**src/rtl/pc_gen_if.sv**
```systemverilog
// Fetch-control bundle between the IF-stage controller (master) and the PC generator (slave).
interface pc_gen_if #(
  parameter int XLEN = 32
);

  logic            start_i;
  logic            halt_i;
  logic            pc_write_i;
  logic            redirect_i;
  logic [XLEN-1:0] redirect_pc_i;
  logic            trap_i;
  logic            call_i;
  logic            ret_i;
  logic [XLEN-1:0] pc_o;
  logic            pc_valid_o;
  logic            ras_empty_o;
  logic            ras_full_o;
  logic [1:0]      state_o;

  modport master (
    output start_i, halt_i, pc_write_i, redirect_i, redirect_pc_i,
    output trap_i, call_i, ret_i,
    input  pc_o, pc_valid_o, ras_empty_o, ras_full_o, state_o
  );

  modport slave (
    input  start_i, halt_i, pc_write_i, redirect_i, redirect_pc_i,
    input  trap_i, call_i, ret_i,
    output pc_o, pc_valid_o, ras_empty_o, ras_full_o, state_o
  );

endinterface

```
**src/rtl/pc_gen.sv**
```systemverilog
// Program-counter generator: IDLE/RUN/HALT run control, prioritised next-PC
// selection and a circular return-address stack for call/return prediction.
module pc_gen #(
  parameter int              XLEN      = 32,
  parameter logic [XLEN-1:0] RESET_VEC = 32'h0000_0000,
  parameter logic [XLEN-1:0] TRAP_VEC  = 32'h0000_0100,
  parameter int              INC       = 4,
  parameter int              RAS_DEPTH = 4
) (
  input  logic     clk_i,
  input  logic     rst_n_i,
  pc_gen_if.slave  bus
);

  localparam int PTR_W = $clog2(RAS_DEPTH);
  localparam int CNT_W = PTR_W + 1;

  typedef enum logic [1:0] {
    IDLE = 2'b00,
    RUN  = 2'b01,
    HALT = 2'b10
  } state_t;

  state_t            state_q, state_d;
  logic [XLEN-1:0]   pc_q, pc_d, pc_inc;
  logic [PTR_W-1:0]  top_q, top_d;
  logic [CNT_W-1:0]  cnt_q, cnt_d;
  logic [XLEN-1:0]   ras_mem [RAS_DEPTH];
  logic              ras_we;
  logic [PTR_W-1:0]  ras_waddr;
  logic              ras_empty, ras_full;

  assign pc_inc    = pc_q + XLEN'(INC);
  assign ras_empty = (cnt_q == '0);
  assign ras_full  = (cnt_q == CNT_W'(RAS_DEPTH));

  always_ff @(posedge clk_i or negedge rst_n_i) begin
    if (!rst_n_i) begin
      state_q <= IDLE;
      pc_q    <= RESET_VEC;
      top_q   <= '0;
      cnt_q   <= '0;
    end else begin
      state_q <= state_d;
      pc_q    <= pc_d;
      top_q   <= top_d;
      cnt_q   <= cnt_d;
    end
  end

  // Stack contents need no reset: a zero count makes every entry unreachable.
  always_ff @(posedge clk_i) begin
    if (ras_we) begin
      ras_mem[ras_waddr] <= pc_inc;
    end
  end

  always_comb begin
    state_d   = state_q;
    pc_d      = pc_q;
    top_d     = top_q;
    cnt_d     = cnt_q;
    ras_we    = 1'b0;
    ras_waddr = top_q;

    case (state_q)
      IDLE: begin
        pc_d = RESET_VEC;
        if (bus.start_i) begin
          state_d = RUN;
        end
      end

      RUN: begin
        if (bus.trap_i) begin
          pc_d  = TRAP_VEC;
          cnt_d = '0;
        end else if (bus.halt_i) begin
          state_d = HALT;
        end else if (bus.redirect_i) begin
          pc_d = bus.redirect_pc_i;
        end else if (bus.pc_write_i) begin
          if (bus.ret_i && !ras_empty) begin
            pc_d = ras_mem[top_q];
            // A call paired with a return rewrites the popped slot in place.
            if (bus.call_i) begin
              ras_we    = 1'b1;
              ras_waddr = top_q;
            end else begin
              top_d = top_q - PTR_W'(1);
              cnt_d = cnt_q - CNT_W'(1);
            end
          end else begin
            pc_d = pc_inc;
            if (bus.call_i) begin
              ras_we    = 1'b1;
              ras_waddr = top_q + PTR_W'(1);
              top_d     = top_q + PTR_W'(1);
              if (!ras_full) begin
                cnt_d = cnt_q + CNT_W'(1);
              end
            end
          end
        end
      end

      HALT: begin
        if (bus.trap_i) begin
          state_d = RUN;
          pc_d    = TRAP_VEC;
          cnt_d   = '0;
        end else if (bus.start_i) begin
          state_d = RUN;
        end
      end

      default: begin
        state_d = IDLE;
        pc_d    = RESET_VEC;
      end
    endcase
  end

  assign bus.pc_o        = pc_q;
  assign bus.pc_valid_o  = (state_q == RUN);
  assign bus.ras_empty_o = ras_empty;
  assign bus.ras_full_o  = ras_full;
  assign bus.state_o     = state_q;

endmodule
```
**src/flat_wrapper.sv**
```systemverilog
// flat-port wrapper written by rule: the top's interface ports become plain ports
module pc_gen_flat 
#(
  parameter int              XLEN      = 32,
  parameter logic [XLEN-1:0] RESET_VEC = 32'h0000_0000,
  parameter logic [XLEN-1:0] TRAP_VEC  = 32'h0000_0100,
  parameter int              INC       = 4,
  parameter int              RAS_DEPTH = 4
)
  (clk_i, rst_n_i, bus_start_i, bus_halt_i, bus_pc_write_i, bus_redirect_i, bus_redirect_pc_i, bus_trap_i, bus_call_i, bus_ret_i, bus_pc_o, bus_pc_valid_o, bus_ras_empty_o, bus_ras_full_o, bus_state_o);
  pc_gen_if #(.XLEN(XLEN)) bus_i ();
  input  logic clk_i;
  input  logic rst_n_i;
  input wire logic [$bits(bus_i.start_i)-1:0] bus_start_i;
  input wire logic [$bits(bus_i.halt_i)-1:0] bus_halt_i;
  input wire logic [$bits(bus_i.pc_write_i)-1:0] bus_pc_write_i;
  input wire logic [$bits(bus_i.redirect_i)-1:0] bus_redirect_i;
  input wire logic [$bits(bus_i.redirect_pc_i)-1:0] bus_redirect_pc_i;
  input wire logic [$bits(bus_i.trap_i)-1:0] bus_trap_i;
  input wire logic [$bits(bus_i.call_i)-1:0] bus_call_i;
  input wire logic [$bits(bus_i.ret_i)-1:0] bus_ret_i;
  output wire logic [$bits(bus_i.pc_o)-1:0] bus_pc_o;
  output wire logic [$bits(bus_i.pc_valid_o)-1:0] bus_pc_valid_o;
  output wire logic [$bits(bus_i.ras_empty_o)-1:0] bus_ras_empty_o;
  output wire logic [$bits(bus_i.ras_full_o)-1:0] bus_ras_full_o;
  output wire logic [$bits(bus_i.state_o)-1:0] bus_state_o;
  assign bus_i.start_i = bus_start_i;
  assign bus_i.halt_i = bus_halt_i;
  assign bus_i.pc_write_i = bus_pc_write_i;
  assign bus_i.redirect_i = bus_redirect_i;
  assign bus_i.redirect_pc_i = bus_redirect_pc_i;
  assign bus_i.trap_i = bus_trap_i;
  assign bus_i.call_i = bus_call_i;
  assign bus_i.ret_i = bus_ret_i;
  assign bus_pc_o = bus_i.pc_o;
  assign bus_pc_valid_o = bus_i.pc_valid_o;
  assign bus_ras_empty_o = bus_i.ras_empty_o;
  assign bus_ras_full_o = bus_i.ras_full_o;
  assign bus_state_o = bus_i.state_o;
  pc_gen #(.XLEN(XLEN), .RESET_VEC(RESET_VEC), .TRAP_VEC(TRAP_VEC), .INC(INC), .RAS_DEPTH(RAS_DEPTH)) u_core (.clk_i(clk_i), .rst_n_i(rst_n_i), .bus(bus_i));
endmodule
```
**config.mk**
```make
export PLATFORM = sky130hd
export DESIGN_NAME = pc_gen_flat
export DESIGN_NICKNAME = d
export VERILOG_FILES = /design/src/rtl/pc_gen_if.sv /design/src/rtl/pc_gen.sv /design/src/flat_wrapper.sv
export SDC_FILE = /design/constraint.sdc
export NUM_CORES = 1
export LEC_CHECK = 0
export ABC_CLOCK_PERIOD_IN_PS = 7800
export CORE_UTILIZATION = 55
export CTS_CLUSTER_DIAMETER = 60
export DETAILED_ROUTE_END_ITERATION = 8
export GPL_ROUTABILITY_DRIVEN = 0
export PLACE_DENSITY_LB_ADDON = 0.15
export SLEW_MARGIN = 25
export SYNTH_ARGS = -nofsm -noshare
export SYNTH_HDL_FRONTEND = slang
export SYNTH_SLANG_ARGS = --single-unit
```
**constraint.sdc**
```tcl
create_clock -name clk_i -period 7.8 [get_ports clk_i]
set_input_delay 0.78 -clock clk_i [delete_from_list [all_inputs] [get_ports clk_i]]
set_output_delay 0.78 -clock clk_i [all_outputs]
set_load 0.1 [all_outputs]
```
[Word-level counts from Yosys, hierarchy flattened]
Memories as Yosys holds them, arrays and structs flattened.
Index checks and enable logic that the tools add are counted.
Operators by class
  eq/ne operators: 14
  bitwise logic cells: 3
  add/subtract/negate cells: 5
  multiplexer cells: 39
  reductions and logical operators: 9
Operators with widths (number)
  32-bit two-way mux: 6
  32-bit one-hot mux with 2 select lines: 1
  32-bit by 3-bit adder with 32-bit output (second input constant): 1
  3-bit two-way mux: 9
  2-bit two-way mux: 13
  3-bit inequality test (second input constant): 3
  1-bit two-way mux: 8
  2-bit inequality test (second input constant): 4
  4-bit by 3-bit inequality test with 1-bit output (second input constant): 2
  4-bit inequality test (second input constant): 2
  8-bit AND reduction: 1
  2-bit one-hot mux with 3 select lines: 1
  3-bit one-hot mux with 2 select lines: 1
  6-bit AND reduction: 1
  3-bit by 1-bit adder with 3-bit output (second input constant): 1
  3-bit == test (second input constant): 1
  3-bit zero test: 1
  1-bit inverter: 3
  3-bit AND reduction: 1
  3-bit by 1-bit subtractor with 3-bit output (second input constant): 1
  2-bit by 1-bit adder with 2-bit output (second input constant): 1
  2-bit by 1-bit == test with 1-bit output (second input constant): 1
  2-bit == test (second input constant): 1
  2-bit zero test: 1
  5 further kinds: 5
Storage, ports and cells
  bits in writable memories: 128
  input bits: 41
  register bits after elaboration: 39
  memories: 1
Memories
  u_core.ras_mem: depth 4, bits a word 32, read ports 1, clocked after memory_dff 0, wr ports 1, line pc_gen.sv:28  | logic [XLEN-1:0] ras_mem [RAS_DEPTH];

[Longest topological paths before layout]
Gate-level depths: netlist (run 1).
  word-level depth: 9
  gate-level depth with buffers: 8
  gate-level depth less buffers: 7

[Worst setup path after synthesis (run 1)]
Ideal clock, no wire load.
  path kind: reg2reg
  from: register u_core.state_q[0], in the netlist u_core.bus.state_o[0]
  to: memory u_core.ras_mem[1][0], enable pin
  data arrival time: 4.983 ns
  required time: 7.332 ns
  period minus slack after synthesis: 5.451 ns
  cell stages (with the launch flop): 6
  path buffers: 0
  setup slack: 2.349 ns
  cells stage by stage: dfrtp_1 ha_1 nor2b_1 and2_1 nand2_1 nor3b_1
Between the ends
  longest elaborated chain between the ends: 4
Ends and longest elaborated chain
  start: declaration: line pc_gen.sv:24  | state_t state_q, state_d;
  start signal: assignment: line pc_gen.sv:44  | state_q <= state_d;
  2-bit by 1-bit == test with 1-bit output (*)
  named net bus_pc_valid_o: line flat_wrapper.sv:23  | output wire logic [$bits(bus_i.pc_valid_o)-1:0] bus_pc_valid_o;
  1-bit two-way mux: line pc_gen.sv:66  | case (state_q)
  1-bit two-way mux: line pc_gen.sv:53  | if (ras_we) begin
  1-bit two-way mux (implied by the code): line pc_gen.sv:54  | ras_mem[ras_waddr] <= pc_inc;
  end: declaration: line pc_gen.sv:28
The timed path passes the listed nets; every way through them passes the cells marked *.

[Final worst setup path (run 1)]
  from: register u_core.state_q[1], in the netlist u_core.bus.state_o[1]
  to: output bus_pc_valid_o
Between the ends
  longest elaborated chain between the ends: 1
Ends and longest elaborated chain
  2-bit by 1-bit == test with 1-bit output: line pc_gen.sv:125  | assign bus.pc_valid_o = (state_q == RUN);
  end: declaration: line flat_wrapper.sv:23
Every way passes these cells.

==> summary.txt, run 1 <==
Clock network
  • Total clock sinks: about 170
  • # H-tree levels: 4
  • Num CTS Buffers: 17
  • Post-CTS sizing: 0
  • Root buffer cell: clkbuf_16
  • CTS tree: done
  • Cts hold-fix bufs: 0
  • Clock Latency Late Sink: 420 ps
  • Worst-path clk slew: 60 ps
  • Setup bufs post-CTS: 0
  • CTS max path bufs: 2

STA
  • Max-slew violation count: 0
  • Finish-stage setup viols: 0
  • Worst Tran Pin Value: 998 ps
  • Final clock skew: 6.03 ps
  • Tcrit/Tclk final: 0.415
  • Tmin final: ~3200 ps
  • Sum of negative setup slack: 0 ps
  • Unrepaired setup endpoints after global routing: false
  • Final hold violations: 0
  • Maximum clock rate: 309 MHz
  • Slew headroom: 0.333

Logic synthesis
  • Syn avg cell area: about 14 µm²
  • Synth area leader: edfxtp_1
  • Syn nets: 590
  • Synth warnings: 0
  • Asr flop ratio synth: 0.234
  • Seq/Total Area, Yosys: 0.626
  • Area contributors post-synth: edfxtp_1 (50%), dfrtp_1 (13%), mux4_2 (9.4%)
  • Yosys cell types: 51
  • Synth top area share: 0.499
  • Syn Std Cell Area: around 7700 µm²
  • Gate Count Post-Synth: 543
  • Yosys reg bits: 167
  • Number of enable-type register cells in the synthesized netlist: 128
  • Main synth FF type: edfxtp_1

Setup path
  • Levels on crit path: 3
  • Critical path data required time: 7020 ps
  • Endpoint class of the critical path: output port
  • Slowest Stage Delay on Critical Path: approximately 1200 ps
  • Slack of the worst reg-to-reg path: 4880 ps
  • CP cell instances: inv_1 > ha_1 > clkdlybuf4s50_1
  • Slowest CP cell: clkdlybuf4s50_1
  • Crit path max fanout: 8
  • Start point of the critical path: u_core.bus.state_o[1]$_DFFE_PN0P_
  • Delay-heaviest family, CP: buffers and inverters
  • Reg2reg path depth: 7
  • WP buf/inv: 2
  • CP endpoint: bus_pc_valid_o
  • CP Class: flip-flop to output port
  • Critical path arrival: 2460 ps
  • Launching point of the worst reg2reg path: u_core.bus.state_o[1]$_DFFE_PN0P_
  • R2r endpoint: u_core.ras_mem[1][7]$_DFFE_PP_
  • Startpoint types: flip-flop

Global routing
  • Largest net degree at the start of global routing: 40
  • Total grt overflow: 0
  • Initial antenna violation count: 0
  • Global-route wire length before repair: a little under 30 mm
  • Vias in the first global route: 5240
  • GRT Util Overall: 0.275

Drt
  • Highest Signal Layer: met4
  • Met1 WL: 7.68 mm
  • Final ANT Viol Nets: 0
  • Remaining DRCs: 0
  • DR pass1 iterations: 5
  • Vias: 5135
  • Met3 WL: 1.25 mm
  • Via density per instance: 6.39
  • Initial DRC count: 479
  • Total wire length: 18.5 mm
  • Met2 routed WL: 9.15 mm
  • Drt wl/cell: 23.0 µm

Power
  • Power Dens Cells: between 200 and 300 nW/µm²
  • Peak VDD IR: between 0.15 and 0.2 mV
  • Leakage: 3.19 nW

Floorplanning
  • Die area: 14500 µm²
  • Row count: 42
  • IO Count: 78
  • DIE HEIGHT: between 100 and 150 µm
  • Chip width: around 120 µm
  • CORE AREA: approximately 13000 µm²
  • Initial Util: 0.572

Placed design
  • Post-DP HPWL: 11.5 mm
  • DP Cell Count: approximately 770
  • Buffers on Ports: 77

Final layout
  • Sequential Area: between 4000 and 5000 µm²
  • Highest-count cells in the layout ignoring fill and taps: edfxtp_1 (128), clkdlybuf4s50_1 (76), dfrtp_1 (38)
  • Ant diodes: 0
  • Most common cell after layout, fill and taps aside: edfxtp_1
  • Final #Nets: 662
  • Fillers: 978
  • Non-Filler Instances: 804
  • Share of layout cells above drive strength 1: 0.135
  • Multi-input logic area: 2650 µm²
  • Area delta synth->final: 19.4%

Hold path
  • HP Class: primary input to asynchronous set/reset pin

Run
  • Max Cap Violations: 0

Outcome
  • Status: finished, final reports clean
[flip-flops by register name (all words and copies together) (netlist names)]
| register | count |
|---|---|
| u_core.top_q | 2 |
| u_core.ras_mem | 128 |
| u_core.cnt_q | 3 |
| u_core.bus.state_o | 2 |
| u_core.bus.pc_o | 32 |
[worst min-delay path by stage]
stage	startpoint	endpoint	slack, ps	depth (start not counted)
4_1_cts	u_core.bus.pc_o[30]$_DFFE_PN0P_	u_core.bus.pc_o[30]$_DFFE_PN0P_	530	1
5_1_grt	rst_n_i	u_core.bus.state_o[1]$_DFFE_PN0P_	380	1
3_3_place_gp	u_core.bus.pc_o[31]$_DFFE_PN0P_	u_core.bus.pc_o[31]$_DFFE_PN0P_	510	1
6_report	rst_n_i	u_core.bus.state_o[1]$_DFFE_PN0P_	340	1
2_1_floorplan	rst_n_i	u_core.bus.pc_o[0]$_DFFE_PN0P_	480	0
3_5_place_dp	u_core.bus.pc_o[22]$_DFFE_PN0P_	u_core.bus.pc_o[22]$_DFFE_PN0P_	520	1
[final cells by class]
class | instances | area share
Clock buffer | 22 | 0.0505
Tap cell | 176 | 0.0239
Clock inverter | 10 | 0.0112
Sequential cell | 167 | 0.524
Multi-Input combinational cell | 316 | 0.288
Inverter | 26 | 0.0106
Timing Repair Buffer | 87 | 0.0917
[synth_stat cells (2+ instances only)]
library cell  count
o21a_1            2
clkbuf_1         13
nor2b_1           5
o21ai_0          33
and3_1            3
buf_4             4
a31oi_1           7
and4_1            4
nand3_1           8
a22oi_1           2
a21o_1            8
o21bai_1          3
nand2_1          33
or2_2             2
dfrtp_1          39
nor3b_1           2
xnor2_1          22
mux2i_1           2
o2bb2ai_1        13
inv_1            26
nor4_2            4
o221ai_1         20
nor3_1           11
mux4_2           32
and2_1            4
o22ai_1          10
o21ai_1           3
or4_1             6
buf_2            16
edfxtp_1        128
a211oi_1          3
nand4_1           7
or3_1             4
a311o_1           2
a21oi_1          23
nor2_1           11
ha_1              5
xor2_1            5
o31ai_1           6
[kinds of logic (layout without fill, tap and decap cells)]
| family | count (synthesis) | count (layout) | share of synthesized area |
|---|---|---|---|
| xor gates and xnor gates | 27 | 27 | 0.0307 |
| AOI/OAI and AO/OA | 140 | 140 | 0.122 |
| muxes | 34 | 34 | 0.0962 |
| adders and majority gates | 6 | 6 | 0.0107 |
| buffers and inverters | 60 | 145 | 0.0348 |
| and+or+nand+nor | 109 | 109 | 0.0803 |
| DFF | 167 | 167 | 0.626 |
[where the power goes]
group	switching [W]	internal [W]
combinational	0.000563	0.000304
sequential	0.0000517	0.00100
clock	0.000326	0.000484
total	0.000941	0.00179
[metal layers]
layer | global-route usage | vias to the layer above
li1 | - | 2274
met1 | 0.384 | 2613
met2 | 0.439 | 218
met3 | 0.0439 | 30
met4 | 0.103 | 0
met5 | 0 | -
[per-stage QoR]
step                      utilization  area (µm²)  setup slack (ps)  hold slack [ps]  total power [W]
after floorplan                     -        7700              2350              484          0.00170
after global placement          0.641        8630              4210              510          0.00191
after detailed placement        0.641        8630              4170              519          0.00193
after CTS                       0.683        9190              4560              533          0.00274
after global routing            0.684        9200              4480              384          0.00283
final                           0.684        9200              4560              343          0.00273
Power figures use the tool's default switching activity.
==> run 2: changes to the inputs <==
--- a/config.mk
+++ b/config.mk
@@ -5,7 +5,7 @@
 export SDC_FILE = /design/constraint.sdc
 export NUM_CORES = 1
 export LEC_CHECK = 0
-export ABC_CLOCK_PERIOD_IN_PS = 7800
+export ABC_CLOCK_PERIOD_IN_PS = 3250
 export CORE_UTILIZATION = 55
 export CTS_CLUSTER_DIAMETER = 60
 export DETAILED_ROUTE_END_ITERATION = 8
==> constraint.sdc (replaced) <==
create_clock -name clk_i -period 3.25 [get_ports clk_i]
set_input_delay 0.325 -clock clk_i [delete_from_list [all_inputs] [get_ports clk_i]]
set_output_delay 0.325 -clock clk_i [all_outputs]
set_load 0.1 [all_outputs]
==> run 2 against run 1 <==
Against the previous run: via count is 1.6% higher; register-to-register slack worse by 4500 ps; non-clock buffer count is 7 higher; final cell count is 0.87% higher; first-iteration DRC count is 26% higher; utilization is 0.55 points higher; critical path type is now flip-flop to flip-flop; critical endpoint is now u_core.ras_mem[1][27]$_DFFE_PP_; sequential cell count stayed put; wire length is 5.1% higher; worst hold slack better by 120 ps.
==> summary.txt, run 2 (synthesis results as in run 1) <==
STA
  • Finish-stage setup viols: 0
  • Worst Tran Pin Value: 1030 ps
  • Unrepaired setup endpoints after global routing: false
  • Worst Setup Slack, final: 332 ps
  • Final clock skew: about 9 ps
  • WHS: between 400 and 500 ps
  • Max-slew violation count: 0
  • Final hold violations: 0
  • Tcrit/Tclk final: 0.898
  • Maximum clock rate: 343 MHz
  • Sum of negative setup slack: 0 ps
  • Slew headroom: 0.310
  • Tmin final: 2920 ps

Final layout
  • Ant diodes: 0
  • Share of layout cells above drive strength 1: 0.153
  • Final #Nets: 669
  • Highest-count cells in the layout ignoring fill and taps: edfxtp_1 (128), clkdlybuf4s50_1 (69), dfrtp_1 (36)
  • Max FFs per register: 128
  • Area delta synth->final: 20.4%
  • Most common cell after layout, fill and taps aside: edfxtp_1
  • Reg with most FFs: u_core.ras_mem
  • Final instance area: 9270 µm²
  • Final core utilization: 0.689

Global routing
  • Largest net degree at the start of global routing: 40
  • Global-route wire length before repair: 30.0 mm
  • Initial antenna violation count: 0
  • GRT Util Overall: 0.286
  • Vias in the first global route: 5251
  • Total grt overflow: 0

Setup path
  • Critical path data required time: approximately 3300 ps
  • Slack of the worst reg-to-reg path: 330 ps
  • Endpoint class of the critical path: flip-flop
  • Launching point of the worst reg2reg path: u_core.cnt_q[0]$_DFFE_PN0P_
  • Crit path max fanout: 32
  • Reg2reg path depth: 5
  • R2r endpoint: u_core.ras_mem[1][27]$_DFFE_PP_
  • Critical path arrival: between 2000 and 3000 ps
  • CP Class: flip-flop to flip-flop
  • Startpoint types: flip-flop

Clock network
  • Cts hold-fix bufs: 1
  • Root buffer cell: clkbuf_16
  • Clock Latency Late Sink: around 420 ps
  • Total clock sinks: 167
  • CTS max path bufs: 2
  • CTS tree: done
  • Post-CTS sizing: 0
  • # H-tree levels: 4
  • Num CTS Buffers: 17
  • Worst-path clk slew: 60 ps
  • Setup bufs post-CTS: 0

Placed design
  • Buffers on Ports: a little under 80
  • Pre-CTS setup slack: ~380 ps
  • Post-Place Cell Area: 8680 µm²
  • Post-DP HPWL: 12.2 mm

Floorplanning
  • Die area: around 14000 µm²
  • CORE AREA: 13500 µm²
  • Chip width: 120 µm
  • DIE HEIGHT: 120 µm
  • Initial Util: 0.572
  • IO Count: 78
  • Row count: 42

Drt
  • Total wire length: 19.4 mm
  • Drt wl/cell: 23.9 µm
  • DR pass1 iterations: 5
  • Vias: 5218
  • Final ANT Viol Nets: 0
  • Via density per instance: 6.43
  • Initial DRC count: 602
  • Remaining DRCs: 0

Power
  • Peak VDD IR: 0.534 mV
  • Power Dens Cells: 719 nW/µm²
  • Leakage: ~3.2 nW
  • Combinational share of power: 0.312
  • Clk pwr share: 0.301
  • Part of the power in registers: 0.387
  • Switching Share: 0.339
  • Internal: ~0.0044 W
  • Sw Pwr: 0.00226 W

Hold path
  • HP Class: primary input to asynchronous set/reset pin

Run
  • Max Cap Violations: 0

Outcome
  • Status: finished, final reports clean
run 2: cell types whose count changed in the layout (fill, tap and decap cells not counted), sizes merged, moves of 4 or more:
cell,change
clkinv,-4
clkbuf,+5
clkdlybuf4s50,-7
buf,+13
run 2: stage by stage:
step                      power [W]  std cells
final                       0.00667        811
after global routing        0.00690        811
after floorplan             0.00413        543
after CTS                   0.00669        811
after detailed placement    0.00469        778
after global placement      0.00464        778
run 2: critical path: stages (launching register included):
cell,delay (ps)
dfrtp_1,440
o31ai_2,900
buf_4,320
xor2_1,200
nor3b_4,200
buf_4,450
run 2: how the worst max path moves through the flow:
stage	from	endpoint	slack, ps	cells past startpoint
3_3_place_gp	u_core.cnt_q[0]$_DFFE_PN0P_	u_core.ras_mem[1][16]$_DFFE_PP_	520	5
3_5_place_dp	u_core.cnt_q[0]$_DFFE_PN0P_	u_core.ras_mem[1][16]$_DFFE_PP_	380	5
2_1_floorplan	u_core.bus.state_o[1]$_DFFE_PN0P_	u_core.ras_mem[1][0]$_DFFE_PP_	80	6
6_report	u_core.cnt_q[0]$_DFFE_PN0P_	u_core.ras_mem[1][27]$_DFFE_PP_	330	5
5_1_grt	u_core.cnt_q[0]$_DFFE_PN0P_	u_core.ras_mem[1][27]$_DFFE_PP_	170	5
4_1_cts	u_core.cnt_q[0]$_DFFE_PN0P_	u_core.ras_mem[1][20]$_DFFE_PP_	340	5
run 2: layer usage:
layer  wire, µm  vias to the layer above  GRT usage
met5          0                        -          0
li1           -                     2303          -
met4        283                        0     0.0818
met1       7580                     2650      0.383
met3       1690                       21     0.0637
met2       9860                      244      0.473
run 2: final cells by class:
class,count,area [µm²]
Fill cell,961,4180
Multi-Input combinational cell,316,2670
Clock buffer,27,483
Inverter,26,97.6
Tap cell,176,220
Clock inverter,5,98.8
Sequential cell,167,4820
Timing Repair Buffer,94,881
run 2: power groups by stage:
| stage | registers [W] | clock network, W | logic, W |
|---|---|---|---|
| 2_1_floorplan | 0.00285 | 0 | 0.00128 |
| 3_3_place_gp | 0.00262 | 0 | 0.00203 |
| 3_5_place_dp | 0.00262 | 0 | 0.00206 |
| 4_1_cts | 0.00258 | 0.00203 | 0.00208 |
| 5_1_grt | 0.00260 | 0.00211 | 0.00219 |
| 6_report | 0.00258 | 0.00200 | 0.00208 |
==> run 3: changes to the inputs <==
--- a/config.mk
+++ b/config.mk
@@ -7,6 +7,7 @@
 export LEC_CHECK = 0
 export ABC_CLOCK_PERIOD_IN_PS = 3250
 export CORE_UTILIZATION = 55
+export CTS_BUF_LIST = sky130_fd_sc_hd__clkbuf_2
 export CTS_CLUSTER_DIAMETER = 60
 export DETAILED_ROUTE_END_ITERATION = 8
 export GPL_ROUTABILITY_DRIVEN = 0
==> run 3 against run 2 <==
Against the previous run: sequential share of layout area rose by 2.0 points; critical endpoint is now u_core.ras_mem[3][27]$_DFFE_PP_; highest routed layer unchanged; wire length fell by 1.1%; first-iteration DRC count fell by 7.3%; sequential power barely moved; via count barely moved; count of clock-buffer cells in the layout fell by 2; combinational power barely moved; clock power fell by 44%; global-route usage fell by 0.40 points; utilization fell by 2.6 points.
==> summary.txt, run 3 (synthesis results as in run 1) <==
STA
  • Tcrit/Tclk final: 0.907
  • Unrepaired setup endpoints after global routing: false
  • Final clock skew: 39.7 ps
  • Sum of negative setup slack: 0 ps
  • Finish-stage setup viols: 0
  • WHS: 164 ps
  • Slew headroom: 0.318
  • Worst Tran Pin Value: 1020 ps
  • Tmin final: 2950 ps
  • Maximum clock rate: 339 MHz
  • Max-slew violation count: 0
  • Worst Setup Slack, final: 303 ps
  • Final hold violations: 0

Floorplanning
  • Chip width: roughly 120 µm
  • IO Count: 78
  • CORE AREA: roughly 13000 µm²
  • DIE HEIGHT: 120 µm
  • Initial Util: 0.572
  • Row count: 42
  • Die area: 14500 µm²

Clock network
  • Worst-path clk slew: roughly 210 ps
  • Total clock sinks: 167
  • CTS max path bufs: 2
  • Num CTS Buffers: 17
  • Root buffer cell: clkbuf_2
  • Clock Latency Late Sink: 720 ps
  • # H-tree levels: 4
  • CTS tree: done

Run
  • Max Cap Violations: 0

Drt
  • Via density per instance: 6.43
  • Vias: between 5000 and 6000
  • DR pass1 iterations: 7
  • Total wire length: around 19 mm
  • Initial DRC count: about 560
  • Drt wl/cell: 23.6 µm
  • Remaining DRCs: 0
  • Final ANT Viol Nets: 0

Final layout
  • Most common cell after layout, fill and taps aside: edfxtp_1
  • Area delta synth->final: 15.8%
  • Final #Nets: 669
  • Share of layout cells above drive strength 1: 0.162
  • Max FFs per register: ~130
  • Highest-count cells in the layout ignoring fill and taps: edfxtp_1 (128), clkdlybuf4s50_1 (69), dfrtp_1 (36)
  • Reg with most FFs: u_core.ras_mem

Global routing
  • GR peak layer: met2
  • Met3 Use GR: 0.0557
  • M1 GR Usage: 0.383
  • Initial antenna violation count: 1
  • Global-route wire length before repair: just under 30 mm
  • Vias in the first global route: 5210
  • Total grt overflow: 0
  • Met2 usage: 0.465
  • GRT Util Overall: 0.282
  • Largest net degree at the start of global routing: 40

Power
  • Peak VDD IR: about 0.44 mV
  • Leakage: 3.12 nW
  • Switching Share: 0.374
  • Combinational share of power: 0.360
  • Sw Pwr: 0.00215 W
  • Clk pwr share: 0.192
  • Total power draw: 0.00576 W
  • Internal: roughly 0.0036 W
  • Part of the power in registers: 0.448
  • Power Dens Cells: roughly 650 nW/µm²

Setup path
  • Endpoint class of the critical path: flip-flop
  • CP Class: flip-flop to flip-flop
  • Critical path data required time: 3600 ps
  • Crit path max fanout: 32
  • Critical path arrival: approximately 3300 ps
  • Startpoint types: flip-flop

Placed design
  • Post-DP HPWL: 12.2 mm
  • Pre-CTS setup slack: 381 ps
  • Buffers on Ports: 77

Outcome
  • Status: finished, final reports clean

Hold path
  • HP Class: primary input to asynchronous set/reset pin
## run 3: changes by cell type in the layout (fill, tap and decap cells not counted), sizes merged
cell,previous run,this run
clkinv,2,4
clkbuf,27,25
diode,0,1
## run 3: timing repair
| action | in CTS | in global routing |
|---|---|---|
| gates resized for setup | 0 | 0 |
| hold endpoints to repair | 39 | 0 |
| hold buffers | 1 | 0 |
| buffers inserted | 0 | 0 |
## run 3: worst max-delay path, stage by stage, from the launching register on
cell and delay [ps]:
dfrtp_1 490, o31ai_2 890, buf_4 320, xor2_1 210, and4_1 220, buf_4 440
## run 3: stage by stage
step / std cells / cell area (µm²) / utilization
detailed placement: 778 / 8680 / 0.645
CTS: 811 / 8920 / 0.663
finish: 812 / 8920 / 0.663
global route: 812 / 8920 / 0.663
global placement: 778 / 8670 / 0.645
floorplan: 543 / 7750 / -
## run 3: final timing paths
| kind | start | end | slack (ps) | cells past startpoint |
|---|---|---|---|---|
| worst max-delay path | u_core.cnt_q[0]$_DFFE_PN0P_ | u_core.ras_mem[3][27]$_DFFE_PP_ | 300 | 5 |
| worst max register to register | u_core.cnt_q[0]$_DFFE_PN0P_ | u_core.ras_mem[3][27]$_DFFE_PP_ | 300 | 5 |
| worst min-delay path | rst_n_i | u_core.bus.pc_o[10]$_DFFE_PN0P_ | 160 | 2 |
| min in group clk_i | bus_redirect_pc_i[3] | u_core.bus.pc_o[3]$_DFFE_PN0P_ | 210 | 3 |
| worst min register to register | u_core.bus.pc_o[30]$_DFFE_PN0P_ | u_core.bus.pc_o[30]$_DFFE_PN0P_ | 570 | 1 |
| max in group asynchronous | rst_n_i | u_core.bus.pc_o[25]$_DFFE_PN0P_ | 2620 | 2 |
## run 3: layout make-up
type	count	area, µm²
Sequential cell	167	4820
Tap cell	176	220
Clock buffer	25	125
Antenna cell	1	2.50
Multi-Input combinational cell	316	2670
Fill cell	1004	4530
Timing Repair Buffer	94	881
Clock inverter	7	106
Inverter	26	97.6
## run 3: metal layers
| layer | share of wire | wire length [µm] | vias up |
|---|---|---|---|
| li1 | - | - | 2309 |
| met1 | 0.41 | 7870 | 2668 |
| met2 | 0.51 | 9710 | 224 |
| met3 | 0.069 | 1330 | 18 |
| met4 | 0.015 | 285 | 0 |
| met5 | 0 | 0 | - |
## run 3: power by group through the flow
stage          sequential [W]  clock, W  combinational (W)
6_report              0.00258   0.00111            0.00207
5_1_grt               0.00260   0.00121            0.00219
4_1_cts               0.00258   0.00112            0.00207
3_5_place_dp          0.00262         0            0.00206
3_3_place_gp          0.00262         0            0.00203
2_1_floorplan         0.00285         0            0.00128
